`config.mk`:
```
export PLATFORM = sky130hd
export DESIGN_NAME = umi_req_split_flat
export DESIGN_NICKNAME = d
export VERILOG_FILES = /design/src/rtl/umi_req_split_if.sv /design/src/rtl/umi_req_split.sv /design/src/flat_wrapper.sv
export SDC_FILE = /design/constraint.sdc
export NUM_CORES = 1
export LEC_CHECK = 0
export CELL_PAD_IN_SITES_DETAIL_PLACEMENT = 0
export CELL_PAD_IN_SITES_GLOBAL_PLACEMENT = 1
export CORE_MARGIN = 1.5
export CORE_UTILIZATION = 33
export CTS_CLUSTER_SIZE = 10
export DETAILED_ROUTE_END_ITERATION = 8
export PLACE_DENSITY = 0.88
export SLEW_MARGIN = 15
export SYNTH_ARGS = -nofsm -noshare
export SYNTH_HDL_FRONTEND = slang
export SYNTH_SLANG_ARGS = --single-unit
```
`constraint.sdc`:
```
create_clock -name clk -period 6 [get_ports clk]
set_input_delay 0.9 -clock clk [delete_from_list [all_inputs] [get_ports clk]]
set_output_delay 0.9 -clock clk [all_outputs]
set_load 0.02 [all_outputs]
```
`src/rtl/umi_req_split_if.sv`:
```
// Descriptor-in / packet-descriptor-out bundle for umi_req_split.
// master = upstream/downstream environment view, slave = splitter view.
interface umi_req_split_if #(
  parameter int AW = 64
) ();
  logic          in_valid;
  logic          in_ready;
  logic [4:0]    in_opcode;
  logic [2:0]    in_size;
  logic [15:0]   in_len;
  logic [3:0]    in_qos;
  logic [1:0]    in_prot;
  logic [4:0]    in_hostid;
  logic [AW-1:0] in_dstaddr;
  logic [AW-1:0] in_srcaddr;

  logic          out_valid;
  logic          out_ready;
  logic [4:0]    out_opcode;
  logic [2:0]    out_size;
  logic [7:0]    out_len;
  logic          out_eom;
  logic [3:0]    out_qos;
  logic [1:0]    out_prot;
  logic [4:0]    out_hostid;
  logic [AW-1:0] out_dstaddr;
  logic [AW-1:0] out_srcaddr;

  modport master (
    output in_valid, in_opcode, in_size, in_len, in_qos, in_prot, in_hostid,
           in_dstaddr, in_srcaddr, out_ready,
    input  in_ready, out_valid, out_opcode, out_size, out_len, out_eom,
           out_qos, out_prot, out_hostid, out_dstaddr, out_srcaddr
  );

  modport slave (
    input  in_valid, in_opcode, in_size, in_len, in_qos, in_prot, in_hostid,
           in_dstaddr, in_srcaddr, out_ready,
    output in_ready, out_valid, out_opcode, out_size, out_len, out_eom,
           out_qos, out_prot, out_hostid, out_dstaddr, out_srcaddr
  );
endinterface

```
`src/rtl/umi_req_split.sv`:
```
// Splits one UMI transaction descriptor (16-bit word count) into packet
// descriptors of at most one bus-width each, feeding the command packer.
module umi_req_split #(
  parameter int CW = 32,
  parameter int AW = 64,
  parameter int DW = 256
) (
  input  logic             clk,
  input  logic             nreset,
  umi_req_split_if.slave   req,
  output logic             busy
);

  localparam int BYTES = DW / 8;
  localparam logic [0:0] IDLE = 1'b0;
  localparam logic [0:0] BUSY = 1'b1;

  if (DW < 8 || DW > 2048 || (DW & (DW - 1)) != 0 || CW < 1) begin : g_bad_param
    $error("umi_req_split: DW must be a power of two in 8..2048 and CW >= 1");
  end

  logic [0:0]    state;
  logic [4:0]    opcode_q;
  logic [2:0]    size_q;
  logic [3:0]    qos_q;
  logic [1:0]    prot_q;
  logic [4:0]    hostid_q;
  logic [16:0]   remaining;
  logic [AW-1:0] dst_q;
  logic [AW-1:0] src_q;

  logic [11:0]   shifted;
  logic [8:0]    maxwords;
  logic [8:0]    pkt_words;
  logic          last_pkt;
  logic [AW-1:0] step;

  // Words per packet: one bus beat, but never zero when a word is wider than the bus.
  always_comb begin
    shifted   = 12'(BYTES) >> size_q;
    maxwords  = (shifted == 12'd0)   ? 9'd1   :
                (shifted > 12'd256)  ? 9'd256 : shifted[8:0];
    last_pkt  = (remaining <= {8'd0, maxwords});
    pkt_words = last_pkt ? remaining[8:0] : maxwords;
    step      = AW'(pkt_words) << size_q;
  end

  assign busy         = (state == BUSY);
  assign req.in_ready = (state == IDLE);

  // Gated by busy so the idle/reset view shows zeros rather than len=0xFF.
  assign req.out_valid   = busy;
  assign req.out_len     = busy ? 8'(pkt_words - 9'd1) : 8'd0;
  assign req.out_eom     = busy & last_pkt;
  assign req.out_opcode  = opcode_q;
  assign req.out_size    = size_q;
  assign req.out_qos     = qos_q;
  assign req.out_prot    = prot_q;
  assign req.out_hostid  = hostid_q;
  assign req.out_dstaddr = dst_q;
  assign req.out_srcaddr = src_q;

  always_ff @(posedge clk or negedge nreset) begin
    if (!nreset) begin
      state     <= IDLE;
      opcode_q  <= '0;
      size_q    <= '0;
      qos_q     <= '0;
      prot_q    <= '0;
      hostid_q  <= '0;
      remaining <= '0;
      dst_q     <= '0;
      src_q     <= '0;
    end else begin
      case (state)
        IDLE: begin
          if (req.in_valid) begin
            state     <= BUSY;
            opcode_q  <= req.in_opcode;
            size_q    <= req.in_size;
            qos_q     <= req.in_qos;
            prot_q    <= req.in_prot;
            hostid_q  <= req.in_hostid;
            remaining <= {1'b0, req.in_len} + 17'd1;
            dst_q     <= req.in_dstaddr;
            src_q     <= req.in_srcaddr;
          end
        end
        default: begin
          if (req.out_ready) begin
            if (last_pkt) begin
              state <= IDLE;
            end else begin
              remaining <= remaining - {8'd0, pkt_words};
              dst_q     <= dst_q + step;
              src_q     <= src_q + step;
            end
          end
        end
      endcase
    end
  end

endmodule

```
`src/flat_wrapper.sv`:
```
// flat-port wrapper written by rule: the top's interface ports become plain ports
module umi_req_split_flat 
#(
  parameter int CW = 32,
  parameter int AW = 64,
  parameter int DW = 256
)
  (clk, nreset, busy, req_in_valid, req_in_opcode, req_in_size, req_in_len, req_in_qos, req_in_prot, req_in_hostid, req_in_dstaddr, req_in_srcaddr, req_out_ready, req_in_ready, req_out_valid, req_out_opcode, req_out_size, req_out_len, req_out_eom, req_out_qos, req_out_prot, req_out_hostid, req_out_dstaddr, req_out_srcaddr);
  umi_req_split_if #(.AW(AW)) req_i ();
  input  logic clk;
  input  logic nreset;
  output logic busy;
  input wire logic [$bits(req_i.in_valid)-1:0] req_in_valid;
  input wire logic [$bits(req_i.in_opcode)-1:0] req_in_opcode;
  input wire logic [$bits(req_i.in_size)-1:0] req_in_size;
  input wire logic [$bits(req_i.in_len)-1:0] req_in_len;
  input wire logic [$bits(req_i.in_qos)-1:0] req_in_qos;
  input wire logic [$bits(req_i.in_prot)-1:0] req_in_prot;
  input wire logic [$bits(req_i.in_hostid)-1:0] req_in_hostid;
  input wire logic [$bits(req_i.in_dstaddr)-1:0] req_in_dstaddr;
  input wire logic [$bits(req_i.in_srcaddr)-1:0] req_in_srcaddr;
  input wire logic [$bits(req_i.out_ready)-1:0] req_out_ready;
  output wire logic [$bits(req_i.in_ready)-1:0] req_in_ready;
  output wire logic [$bits(req_i.out_valid)-1:0] req_out_valid;
  output wire logic [$bits(req_i.out_opcode)-1:0] req_out_opcode;
  output wire logic [$bits(req_i.out_size)-1:0] req_out_size;
  output wire logic [$bits(req_i.out_len)-1:0] req_out_len;
  output wire logic [$bits(req_i.out_eom)-1:0] req_out_eom;
  output wire logic [$bits(req_i.out_qos)-1:0] req_out_qos;
  output wire logic [$bits(req_i.out_prot)-1:0] req_out_prot;
  output wire logic [$bits(req_i.out_hostid)-1:0] req_out_hostid;
  output wire logic [$bits(req_i.out_dstaddr)-1:0] req_out_dstaddr;
  output wire logic [$bits(req_i.out_srcaddr)-1:0] req_out_srcaddr;
  assign req_i.in_valid = req_in_valid;
  assign req_i.in_opcode = req_in_opcode;
  assign req_i.in_size = req_in_size;
  assign req_i.in_len = req_in_len;
  assign req_i.in_qos = req_in_qos;
  assign req_i.in_prot = req_in_prot;
  assign req_i.in_hostid = req_in_hostid;
  assign req_i.in_dstaddr = req_in_dstaddr;
  assign req_i.in_srcaddr = req_in_srcaddr;
  assign req_i.out_ready = req_out_ready;
  assign req_in_ready = req_i.in_ready;
  assign req_out_valid = req_i.out_valid;
  assign req_out_opcode = req_i.out_opcode;
  assign req_out_size = req_i.out_size;
  assign req_out_len = req_i.out_len;
  assign req_out_eom = req_i.out_eom;
  assign req_out_qos = req_i.out_qos;
  assign req_out_prot = req_i.out_prot;
  assign req_out_hostid = req_i.out_hostid;
  assign req_out_dstaddr = req_i.out_dstaddr;
  assign req_out_srcaddr = req_i.out_srcaddr;
  umi_req_split #(.CW(CW), .AW(AW), .DW(DW)) u_core (.clk(clk), .nreset(nreset), .req(req_i), .busy(busy));
endmodule
```
### Word level (Yosys, flattened, before mapping)

Index checks and enable logic that the tools add are counted.

| storage, ports and cells | value |
|---|---|
| output and inout port bits | 159 |
| bits of input ports | 167 |
| bits in registers | 165 |

| operators by class | value |
|---|---|
| equal/unequal tests | 2 |
| magnitude comparators | 2 |
| reductions and logical operators | 4 |
| muxes and demuxes | 20 |
| shift-type cells | 2 |
| $add $sub $neg | 5 |
| bitwise operators | 2 |

Operators by type and width:

| cell | count |
|---|---|
| 64-bit two-way mux | 8 |
| 64-bit adder | 2 |
| 17-bit two-way mux | 4 |
| 9-bit by 3-bit << shifter with 64-bit output | 1 |
| 9-bit two-way mux | 3 |
| 16-bit by 1-bit adder with 17-bit output (second input constant) | 1 |
| 17-bit by 9-bit <= comparator with 1-bit output | 1 |
| 17-bit by 9-bit subtractor with 17-bit output | 1 |
| 12-bit by 9-bit > comparator with 1-bit output (second input constant) | 1 |
| 12-bit zero test | 1 |
| 6-bit by 3-bit >> shifter with 12-bit output (first input constant) | 1 |
| 8-bit two-way mux | 1 |
| 8-bit by 1-bit subtractor with 8-bit output (second input constant) | 1 |
| 1-bit two-way mux | 4 |
| 2-bit != test (second input constant) | 2 |
| 3-bit AND reduction | 1 |
| 2-bit AND reduction | 1 |
| 2-bit nonzero test | 1 |
| 1-bit bitwise AND | 1 |
| 1-bit inverter | 1 |

### Longest topological paths before layout

Gate-level depths: netlist of run 1.

| logic depth | value |
|---|---|
| depth in word-level cells | 11 |
| gate-level depth with buffers | 27 |

### Worst setup path after synthesis of run 1

OpenSTA, ideal clock, no wires.

| timing | value |
|---|---|
| path type | flip-flop to flip-flop |
| start | register u_core.size_q[2], in the netlist u_core.req.out_size[2] |
| end | register u_core.src_q[26], in the netlist u_core.req.out_srcaddr[26] |
| period minus slack after synthesis | 5.906 ns |
| cell stages (with the launch flop) | 27 |
| slack | 0.094 ns |
| buffers on the path | 3 |
| arrival | 5.762 ns |
| cell sequence | dfrtp_1 > clkbuf_1 > inv_1 > or3_1 > ha_1 > nor2b_1 > nor3_1 > o21ai_0 > a21boi_4 > buf_2 > buf_1 > nor2_1 > a21oi_1 > mux2i_1 > mux2i_1 > o21ai_0 > ha_1 > a21o_1 > a21o_1 > a21oi_1 > a21boi_0 > o22a_1 > and4_1 > a22oi_1 > nor3_1 > a211oi_1 > a311oi_1 |

| between the ends | value |
|---|---|
| cells in the longest elaborated chain, start to end | 11 |
| elaborated cells on any way between the ends | 14 |
| classes of those cells | add/sub: 1; order compare: 2; eq/ne: 1; shift: 2; mux: 6; reduce/logical: 2 |

Ends and longest elaborated chain:

| element | RTL line | RTL |
|---|---|---|
| from (decl) | umi_req_split.sv:24 | `logic [2:0] size_q;` |
| from (signal assigned) | umi_req_split.sv:80 | `size_q <= req.in_size;` |
| 6-bit by 3-bit >> shifter with 12-bit output | umi_req_split.sv:40 | `shifted = 12'(BYTES) >> size_q;` |
| 12-bit by 9-bit > comparator with 1-bit output | umi_req_split.sv:42 | `(shifted > 12'd256) ? 9'd256 : shifted[8:0];` |
| 9-bit two-way mux | umi_req_split.sv:42 |  |
| 9-bit two-way mux | umi_req_split.sv:41 | `maxwords = (shifted == 12'd0) ? 9'd1 :` |
| 17-bit by 9-bit <= comparator with 1-bit output | umi_req_split.sv:43 | `last_pkt = (remaining <= {8'd0, maxwords});` |
| 9-bit two-way mux | umi_req_split.sv:44 | `pkt_words = last_pkt ? remaining[8:0] : maxwords;` |
| 9-bit by 3-bit << shifter with 64-bit output | umi_req_split.sv:45 | `step = AW'(pkt_words) << size_q;` |
| 64-bit adder | umi_req_split.sv:96 | `src_q <= src_q + step;` |
| 64-bit two-way mux | umi_req_split.sv:91 | `if (last_pkt) begin` |
| 64-bit two-way mux | umi_req_split.sv:90 | `if (req.out_ready) begin` |
| 64-bit two-way mux | umi_req_split.sv:75 | `case (state)` |
| to (signal assigned) | umi_req_split.sv:86 | `src_q <= req.in_srcaddr;` |
| to (signal assigned) | umi_req_split.sv:96 |  |
| to (decl) | umi_req_split.sv:30 | `logic [AW-1:0] src_q;` |

Several ways; a longest one is shown, not always the timed one. The select of a mux whose other input is x is not followed.
A chain may end at the register's enable or synchronous reset.

### Worst setup path after layout of run 1

| timing | value |
|---|---|
| start | register u_core.size_q[1], in the netlist u_core.req.out_size[1] |
| end | register u_core.dst_q[56], in the netlist u_core.req.out_dstaddr[56] |

| between the ends | value |
|---|---|
| cells in the longest elaborated chain, start to end | 11 |
| elaborated cells on any way between the ends | 14 |
| classes of those cells | add/sub: 1; order compare: 2; eq/ne: 1; shift: 2; mux: 6; reduce/logical: 2 |

Ends and longest elaborated chain:

| element | RTL line | RTL |
|---|---|---|
| 6-bit by 3-bit >> shifter with 12-bit output | umi_req_split.sv:40 |  |
| 12-bit by 9-bit > comparator with 1-bit output | umi_req_split.sv:42 |  |
| 9-bit two-way mux | umi_req_split.sv:42 |  |
| 9-bit two-way mux | umi_req_split.sv:41 |  |
| 17-bit by 9-bit <= comparator with 1-bit output | umi_req_split.sv:43 |  |
| 9-bit two-way mux | umi_req_split.sv:44 |  |
| 9-bit by 3-bit << shifter with 64-bit output | umi_req_split.sv:45 |  |
| 64-bit adder | umi_req_split.sv:95 | `dst_q <= dst_q + step;` |
| 64-bit two-way mux | umi_req_split.sv:91 |  |
| 64-bit two-way mux | umi_req_split.sv:90 |  |
| 64-bit two-way mux | umi_req_split.sv:75 |  |
| to (signal assigned) | umi_req_split.sv:85 | `dst_q <= req.in_dstaddr;` |
| to (signal assigned) | umi_req_split.sv:95 |  |
| to (decl) | umi_req_split.sv:29 | `logic [AW-1:0] dst_q;` |

Several ways; a longest one is shown, not always the timed one. The select of a mux whose other input is x is not followed.

==> run_results.csv, run 1 <==
group,metric,value,unit
detailed_routing,vias,13400,
worst_setup_path,crit_top_cell,"nor2_1",
place,hpwl,34.9,mm
grt,grt_overflow_total,0,
cts,cts_hold_buf,0,
die,floorplan.initialDensity,0.338,
worst_setup_path,slowest_stage,"dfrtp_1",
worst_setup_path,path_max_fanout,22,
final_layout,drive_gt1_frac,0.0707,
place,dp.cells,2322,
sta,worst_slack,0.312,ns
grt,first_global_vias,13100,
synth,yosysWarnings,0,
final_layout,final_area,16900,um^2
worst_setup_path,worstPathRequired,6.37,ns
cts,root_buffer,"clkbuf_16",
worst_setup_path,worst-path-buf-inv,2,
synth,synth_fa_ha_area_frac,0.0473,
cts,ctsHtreeMaxLevel,4,
hold_path,whs_path_depth,2,
sta,setup-violations-final,0,
worst_setup_path,cp.arrival,6.06,ns
cts,clkSinkCount,165,
synth,synth_edf_count,0,
cts,numCtsBuffers,17,
grt,grt.total_usage,0.249,
sta,finalCritPeriodShare,0.948,
die,boundaryPins,326,
place,dp_slack,0.179,ns
detailed_routing,ant_nets,0,
cts,clkLatencyLatePin,0.46,ns
synth,async_reset_ff_frac,1.00,
synth,synth.distinct_cells,90,
die,die_h,197,um
outcome,status,"finished, final reports clean",
worst_setup_path,cp-end-kind,"flip-flop",
hold_path,hp-start,"u_core.req.out_prot[0]",
worst_setup_path,cp_num_cells,25,
synth,ys_ff_latch,165,
worst_setup_path,r2r_end,"u_core.req.out_dstaddr[56]",
place,place_area,16300,um^2
sta,hold_viol,0,
synth,netlist_area,12500,um^2
final_layout,final_cells,2363,
final_layout,finalNetCount,2050,
worst_setup_path,reg2reg_depth,25,
grt,grt_max_degree,94,
detailed_routing,drtPass1Iterations,7,
die,rows,70,
die,core,36900,um^2
detailed_routing,drc,0,
synth,synth-simple-area-share,0.258,
final_layout,most-common-layout-cells,"clkdlybuf4s50_1, nand2_1, dfrtp_1, a21oi_1, nor2_1",
sta,worst_pin_slew,1.10,ns
hold_path,holdCritPathClass,"flip-flop to flip-flop",
synth,yosysSeqAreaShare,0.331,
final_layout,synthToLayoutAreaGrowth,35.8,%
power_and_ir_drop,peakVddDrop,0.205,mV
synth,synth_top_family_by_area,"simple AND/OR/NAND/NOR gates",
synth,postSynthAreaPerCell,8.06,um^2
worst_setup_path,ff2ff_setup_slack,0.31,ns
detailed_routing,wl_per_cell,20.6,um
power_and_ir_drop,power.density,390,nW/um^2
power_and_ir_drop,power,0.00660,W
detailed_routing,drt_wl_total,48.6,mm
sta,maxSlewHeadroom,0.264,
grt,antenna_found_initial,4,
sta,slew_violations,0,
worst_setup_path,r2r_start,"u_core.req.out_size[1]",
detailed_routing,vias_per_cell,5.68,
worst_setup_path,startpoint,"u_core.req.out_size[1]",
worst_setup_path,slowest_delay,0.47,ns
sta,skew,0.0130,ns
hold_path,min_to,"u_core.req.out_prot[0]",
synth,postSynthCellCount,1546,
flow_run,cap_violations,0,
detailed_routing,first_iter_violations,993,
final_layout,fill_cells,3616,
worst_setup_path,cp-start-kind,"flip-flop",
power_and_ir_drop,leakagePower,6.79,nW
cts,path_clk_slew,0.08,ns
worst_setup_path,cpLargestDelayFamily,"compound AO/OA/AOI/OAI gates",
final_layout,layout.cells.most_common,"clkdlybuf4s50_1",
cts,cts_tree,"yes",
grt,grt_pass1_wl,75.6,mm
synth,synth_flop_cell,"dfrtp_1",
worst_setup_path,critPathKind,"flip-flop to flip-flop",
place,routabilityCongestion,0.913,
die,die_area,38900,um^2
sta,period_minus_slack,5.69,ns
synth,synth_xor_area_frac,0.0380,
synth,synth_compound_area_frac,0.241,
synth,muxShareOfSynthArea,0.0464,
cts,clock_path_buffers,2,
place,port_buffers,325,
die,fp.dieW,197,um
sta,max_freq,0.176,GHz
-- how the worst max path moves through the flow --
stage and to:
6_report u_core.req.out_dstaddr[56], 5_1_grt u_core.req.out_dstaddr[56], 4_1_cts u_core.req.out_dstaddr[56], 3_5_place_dp u_core.req.out_dstaddr[56], 3_3_place_gp u_core.req.out_dstaddr[56], 2_1_floorplan u_core.req.out_srcaddr[26]
-- where the power goes --
| part | leakage (nW) | switching, W | total (W) | internal (W) |
|---|---|---|---|---|
| Combinational | 4.48 | 0.00191 | 0.00346 | 0.00155 |
| Clock | 0.278 | 0.000552 | 0.00113 | 0.000582 |
| Sequential | 2.03 | 0.000543 | 0.00201 | 0.00146 |
-- logic make-up after synthesis --
logic type	Yosys count
adders and majority gates	47
xor gates and xnor gates	54
and+or+nand+nor	648
other	1
buffers and inverters	118
AOI/OAI and AO/OA	457
DFF	165
muxes	56
-- flip-flops by register name (all words and copies together) (netlist names) --
name / count
u_core.req.out_prot: 2
u_core.busy: 1
u_core.req.out_srcaddr: 64
u_core.req.out_opcode: 5
u_core.req.out_size: 3
u_core.req.out_qos: 4
u_core.req.out_hostid: 5
u_core.remaining: 17
u_core.req.out_dstaddr: 64
-- timing repair --
action,4_1_cts,5_1_grt
buffers inserted,0,2
setup endpoints to repair,0,70
hold endpoints to repair,0,0
resized for setup,0,5
-- cell type report --
cell class	instances	area (um^2)	share of cell area
multi-input combinational	1269	7940	0.469
sequential	165	4130	0.244
timing repair buffer	361	3540	0.209
tap	504	631	0.0373
clock buffer	17	425	0.0251
clock inverter	15	144	0.00850
inverter	26	97.6	0.00577
antenna	6	15.0	0.000887
-- worst min-delay path, stage by stage, from the launching register on --
cell	delay [ns]
dfrtp_1	0.35
nand2_1	0.05
nand2_1	0.05
-- cell usage after synthesis (all sizes together), types with 4 or more instances --
master   count  area, um^2
o221a        5        56.3
or2         14        87.6
buf         22         108
o32ai        6        71.3
xor2        15         131
o31ai        7        57.6
and3        51         319
ha          42         526
a21o        20         150
maj3         4        43.8
o21bai       4        30.0
and4         7        61.3
a311oi      10        87.6
o22ai       62         388
a21oi      147         739
or3         20         125
nand4       34         213
nor2b       10        62.6
dfrtp      165        4130
a211oi      30         243
mux2         4        45.0
a21boi       5        48.8
nor4        23         215
xnor2       39         342
a41oi        6        78.8
a31oi       10        62.6
o22a         4        35.0
nor3b        8        60.1
o21ai       77         389
inv         25        93.8
a211o        8        70.1
nor3        64         325
o211ai       5        37.5
clkbuf      70         263
nand2b      10        62.6
nand3       47         235
o21a        10        75.1
a31o         4        35.0
nor2       135         507
nand2      201         754
mux2i       52         533
o2111ai      8        82.6
and2        15        93.8
-- through the flow --
stage | hold WS, ns | util | TNS (ns)
finish | 0.478 | 0.459 | 0
global route | 0.496 | 0.459 | -0.00562
detailed placement | 0.461 | 0.442 | 0
CTS | 0.480 | 0.458 | 0
global placement | 0.458 | 0.442 | 0
floorplan | 0.457 | - | 0
-- layer usage --
metal  share of wire  global-route usage  wire length (um)  vias up
met2            0.45               0.387             21900      504
met4           0.030              0.0973              1450        0
met3           0.061              0.0461              2970       86
met5               0                   0                 0        -
li1                -                   -                 -     6341
met1            0.46               0.342             22200     6496
(Power assumes the default switching activity.)
==> run 2, diff against run 1 <==
ABC_CLOCK_PERIOD_IN_PS = 6000   (was not set)
==> results of run 2 <==
No change in the layout: final DEF, timing and power equal those of run 1.
